## src/rtl/timer_prescaler.sv

```systemverilog
// -----------------------------------------------------------------------------
// timer_prescaler
//
// One free-running prescaler counter is shared by N_CH timer channels. Each
// channel has a 3-bit clock-select code, and the module produces one registered
// count-enable pulse per channel.
//
// Select codes (per channel, S[3i+2:3i]):
//   000 stopped         001 every cycle     010 /8       011 /64
//   100 /256            101 /1024           110 Tpin fall  111 Tpin rise
//
// Build option:
//   TIMER_PRESCALER_EXT_CLK_EN  When defined, the Tpin synchronizers and the
//                               edge modes 110/111 are built. When it is not
//                               defined, Tpin is ignored and 110/111 behave
//                               like 000.
//
// Parameters:
//   N_CH  number of channels sharing the prescaler (1..4)
//   PS_W  prescaler width in bits (>= 10)
//
// Ports:
//   sysClock  in   system clock, all state on its rising edge
//   rst       in   synchronous active-high reset (priority over everything)
//   S         in   3*N_CH clock-select codes
//   psr       in   synchronous prescaler reset request (clears pcnt)
//   Tpin      in   N_CH external clock pins, asynchronous to sysClock
//   tick      out  N_CH one-cycle count-enable pulses, registered
//   pcnt      out  current prescaler count, for debug
// -----------------------------------------------------------------------------
module timer_prescaler #(
  parameter int unsigned N_CH = 2,
  parameter int unsigned PS_W = 10
) (
  input  logic              sysClock,
  input  logic              rst,
  input  logic [3*N_CH-1:0] S,
  input  logic              psr,
  input  logic [N_CH-1:0]   Tpin,
  output logic [N_CH-1:0]   tick,
  output logic [PS_W-1:0]   pcnt
);

  // Prescaled tap hits. A psr in the same cycle suppresses the tick the tap
  // would otherwise raise, because the counter phase restarts from 0.
  logic div8_hit;
  logic div64_hit;
  logic div256_hit;
  logic div1024_hit;

  assign div8_hit    = (&pcnt[2:0]) & ~psr;
  assign div64_hit   = (&pcnt[5:0]) & ~psr;
  assign div256_hit  = (&pcnt[7:0]) & ~psr;
  assign div1024_hit = (&pcnt[9:0]) & ~psr;

`ifdef TIMER_PRESCALER_EXT_CLK_EN
  // sync0/sync1 form the synchronizer; hist holds the previous synchronized
  // level. They run in every mode so that switching into an edge mode sees
  // valid history and does not produce a spurious tick.
  logic [N_CH-1:0] sync0;
  logic [N_CH-1:0] sync1;
  logic [N_CH-1:0] hist;
  logic [N_CH-1:0] pin_rise;
  logic [N_CH-1:0] pin_fall;

  always_ff @(posedge sysClock) begin
    if (rst) begin
      sync0 <= '0;
      sync1 <= '0;
      hist  <= '0;
    end else begin
      sync0 <= Tpin;
      sync1 <= sync0;
      hist  <= sync1;
    end
  end

  assign pin_rise = sync1 & ~hist;
  assign pin_fall = ~sync1 & hist;
`else
  logic unused_tpin;
  assign unused_tpin = ^Tpin;
`endif

  logic [N_CH-1:0] tick_next;

  always_comb begin
    tick_next = '0;
    for (int unsigned i = 0; i < N_CH; i++) begin
      case (S[3*i +: 3])
        3'b001:  tick_next[i] = 1'b1;
        3'b010:  tick_next[i] = div8_hit;
        3'b011:  tick_next[i] = div64_hit;
        3'b100:  tick_next[i] = div256_hit;
        3'b101:  tick_next[i] = div1024_hit;
`ifdef TIMER_PRESCALER_EXT_CLK_EN
        3'b110:  tick_next[i] = pin_fall[i];
        3'b111:  tick_next[i] = pin_rise[i];
`endif
        default: tick_next[i] = 1'b0;
      endcase
    end
  end

  always_ff @(posedge sysClock) begin
    if (rst) begin
      pcnt <= '0;
      tick <= '0;
    end else begin
      if (psr) begin
        pcnt <= '0;
      end else begin
        pcnt <= pcnt + PS_W'(1);
      end
      tick <= tick_next;
    end
  end

endmodule
```

## config.mk

```make
export PLATFORM = sky130hd
export DESIGN_NAME = timer_prescaler
export DESIGN_NICKNAME = d
export VERILOG_FILES = /design/src/rtl/timer_prescaler.sv
export SDC_FILE = /design/constraint.sdc
export NUM_CORES = 1
export LEC_CHECK = 0
export BUFFER_PORTS_ARGS = -buffer_cell sky130_fd_sc_hd__buf_2
export CAP_MARGIN = 10
export CORE_AREA = 2 2 39 41
export CTS_BUF_LIST = sky130_fd_sc_hd__clkbuf_4 sky130_fd_sc_hd__clkbuf_8
export CTS_CLUSTER_DIAMETER = 100
export DETAILED_ROUTE_END_ITERATION = 10
export DIE_AREA = 0 0 41 43
export PLACE_DENSITY = 0.83
export SLEW_MARGIN = 20
export SYNTH_ARGS = -nofsm -noshare
export SYNTH_HDL_FRONTEND = slang
export SYNTH_SLANG_ARGS = --single-unit
```

## constraint.sdc

```tcl
create_clock -name sysClock -period 2.15 [get_ports sysClock]
set_input_delay 0.3225 -clock sysClock [delete_from_list [all_inputs] [get_ports sysClock]]
set_output_delay 0.3225 -clock sysClock [all_outputs]
set_load 0.05 [all_outputs]
```

==> results.txt <==
----------------------------------------------------
[Detailed routing]
  Detailed-routing iteration count for the pre-antenna-repair pass ... 4
  DR iter-0 viols ... 5
  Vias per std cell ... 5.210
  DRC violations left ... 0
  Wire per inst ... 11.08 um
  Total vias in the final route ... 547
  Final antenna-violating net count ... 0
  Post-detailed-routing wire length ... 1163 um

[Timing]
  Worst Slack Setup Final ... 753.7 ps
  Setup repair after global routing missed its margin ... false
  Slew @ Worst Pin ... 250.7 ps
  Final count of pins violating max slew ... 0
  Relative max-transition margin ... 0.8340
  Crit share post-route ... 0.6494
  Period minus WS final ... 1396 ps
  Total negative slack ... 0 ps
  Final setup violating endpoints ... 0
  Final number of hold-violating endpoints ... 0
  F_max ... 0.7162 GHz
  Max Clock Skew ... 1.527 ps

[Critical path]
  Type of origin of the critical path ... register
  Slowest-stage cell, CP ... dfxtp_1
  Worst setup EP type ... register
  Delay of the slowest cell on the worst path ... 390 ps
  Cell mode on critical path ... ha_1
  Critical path type ... reg2reg
  CP Cell Sequence ... ha_1 > ha_1 > nand2_1 > nor3_1 > a311oi_1 > o32ai_1
  Largest driver fanout on the critical path ... 5
  Kind of cell with the highest combined delay on the critical path ... adder cells
  Data arrival time of the critical path ... 1580 ps
  Crit path buf inv count ... 0
  Req. time, crit path ... 2330 ps

[Power and ir drop]
  Maximum vdd drop ... 291.2 uV
  Total power per unit cell area ... 603.9 nW/um^2
  Leakage power summed over all cells ... 0.3151 nW

[Clocking]
  Clock-pin slew of the registers on the worst-case setup and hold paths ... 70 ps
  Postcts setup bufs ... 0
  Total number of clock tree sinks ... 12
  Number of gates given a new drive strength after cts ... 0
  Maximum root-to-sink buffer count ... 2
  Number of levels the H-tree was split into ... 1
  Latest clock arrival within the worst-skew pair ... 270 ps
  Hold buffers post-CTS ... 0
  Root Buffer Master ... clkbuf_4
  Clock tree from TritonCTS ... yes
  Cts bufs inserted ... 3

[Logic synthesis]
  Library cell with the largest summed area after synthesis ... dfxtp_1
  Mean area per synthesized cell ... 8.853 um^2
  Synthesized net count ... 79
  Portion of the post-synthesis area used by sequential elements ... 0.4111
  Top post-synthesis cells by area ... dfxtp_1, nand2_1, xnor2_1, nor2_1, ha_1
  Cell Area, Synth ... 584.3 um^2
  Synthesized instance count ... 66
  Synthesis warning total ... 0
  Fraction of post-synthesis cell area in the top cell type by area ... 0.4111
  Flop and latch count out of synthesis ... 12
  Synth unique cells ... 23

[Place]
  Final HPWL DP ... 889.3 um
  Final Wtd Congestion ... 0.8018
  Worst setup timing slack at the placement stage ... 779.1 ps
  I/O Buffers ... 20

[Status]
  Outcome ... complete, no violations

[Floorplanning]
  I/O pin total ... 23
  Core Rows ... 14
  Die boundary height ... 43 um
  Die ar. ... 1763 um^2
  Starting utilization of the core area ... 0.4222
  Total core area ... 1384 um^2
  Die span in x ... 41 um

[Hold path]
  Kind of path behind the tightest hold check ... in2reg

[Global route]
  Aggregate global routing overflow ... 0
  Initial antenna violation count ... 0
  Global-route wire length before repair ... 1731 um
  Number of global-route vias before repair ... 454
  Pin count of the biggest net entering global routing ... 9
  Total routing usage reported by global routing ... 0.1502

[Final layout]
  Final Core Density ... 0.5326
  Commonest cells after routing, fill and taps aside ... buf_2, nand2_1, dfxtp_1
  Fraction of final layout cells with drive strength greater than 1 ... 0.3371
  Total Nets Final ... 103
  Count of antenna diodes in the layout ... 0
  Most common library cell in the layout ignoring fill and taps ... buf_2
  Layout overhead on the synthesized area ... 26.12%

[Run]
  Max-cap violations ... 0

----------------------------------------------------
## cells by family after synthesis
family	share of synthesized area
simple gates	0.3405
buf+inv	0.01284
fa+ha+maj	0.04282
flops	0.4111
xor+xnor	0.08994
compound gates	0.1028
## cell usage after synthesis (all sizes together)
master / count
a21oi: 1
nor3: 4
dfxtp: 12
nand3: 3
nor2b: 2
clkbuf: 1
ha: 2
nor4: 1
or3: 1
o21ai: 1
inv: 1
nor2: 9
or2: 1
o32ai: 2
and2: 2
xnor2: 4
o211ai: 2
a311oi: 2
xor2: 2
nand2: 13
## state kept, by name (all words and copies together), names as in the netlist
name and count:
pcnt 10, tick 2
## final timing paths
check | endpoint | cells past startpoint | start | slack, ps
min | tick[0] | 2 | S[2] | 270
max | tick[1] | 6 | pcnt[0] | 750
max reg2reg | tick[1] | 6 | pcnt[0] | 750
min reg2reg | pcnt[0] | 1 | pcnt[0] | 480
## per-stage QoR
step	instances	instance area (um^2)	hold WS, ps	total power [mW]
after floorplan	66	584.3	439.6	0.2546
after global placement	101	700.7	455.5	0.2705
after detailed placement	101	700.7	460.9	0.2715
after CTS	105	737.0	267.7	0.4523
after global routing	105	737.0	272.4	0.4693
final	105	737.0	274.1	0.4451
## power by group
group	internal [mW]	switching, mW
clock	0.103	0.0758
combinational	0.0137	0.0256
sequential	0.225	0.00220
total	0.341	0.104
## area by class of cell
type                    instances  area [um^2]
clock buffers                   4        36.28
fillers                       134        646.9
inverters                       1        3.754
multi-input cells              52        336.6
flip-flops and latches         12        240.2
well taps                      16        20.02
repair buffers                 20        100.1
## routing by layer
| layer | wire length (um) | vias up | GRT usage |
|---|---|---|---|
| li1 | - | 277 | - |
| met1 | 476 | 252 | 0.1498 |
| met2 | 595 | 16 | 0.2375 |
| met3 | 81 | 2 | 0.06283 |
| met4 | 9 | 0 | 0.1000 |
| met5 | 0 | - | 0 |
Power figures use the tool's default switching activity.
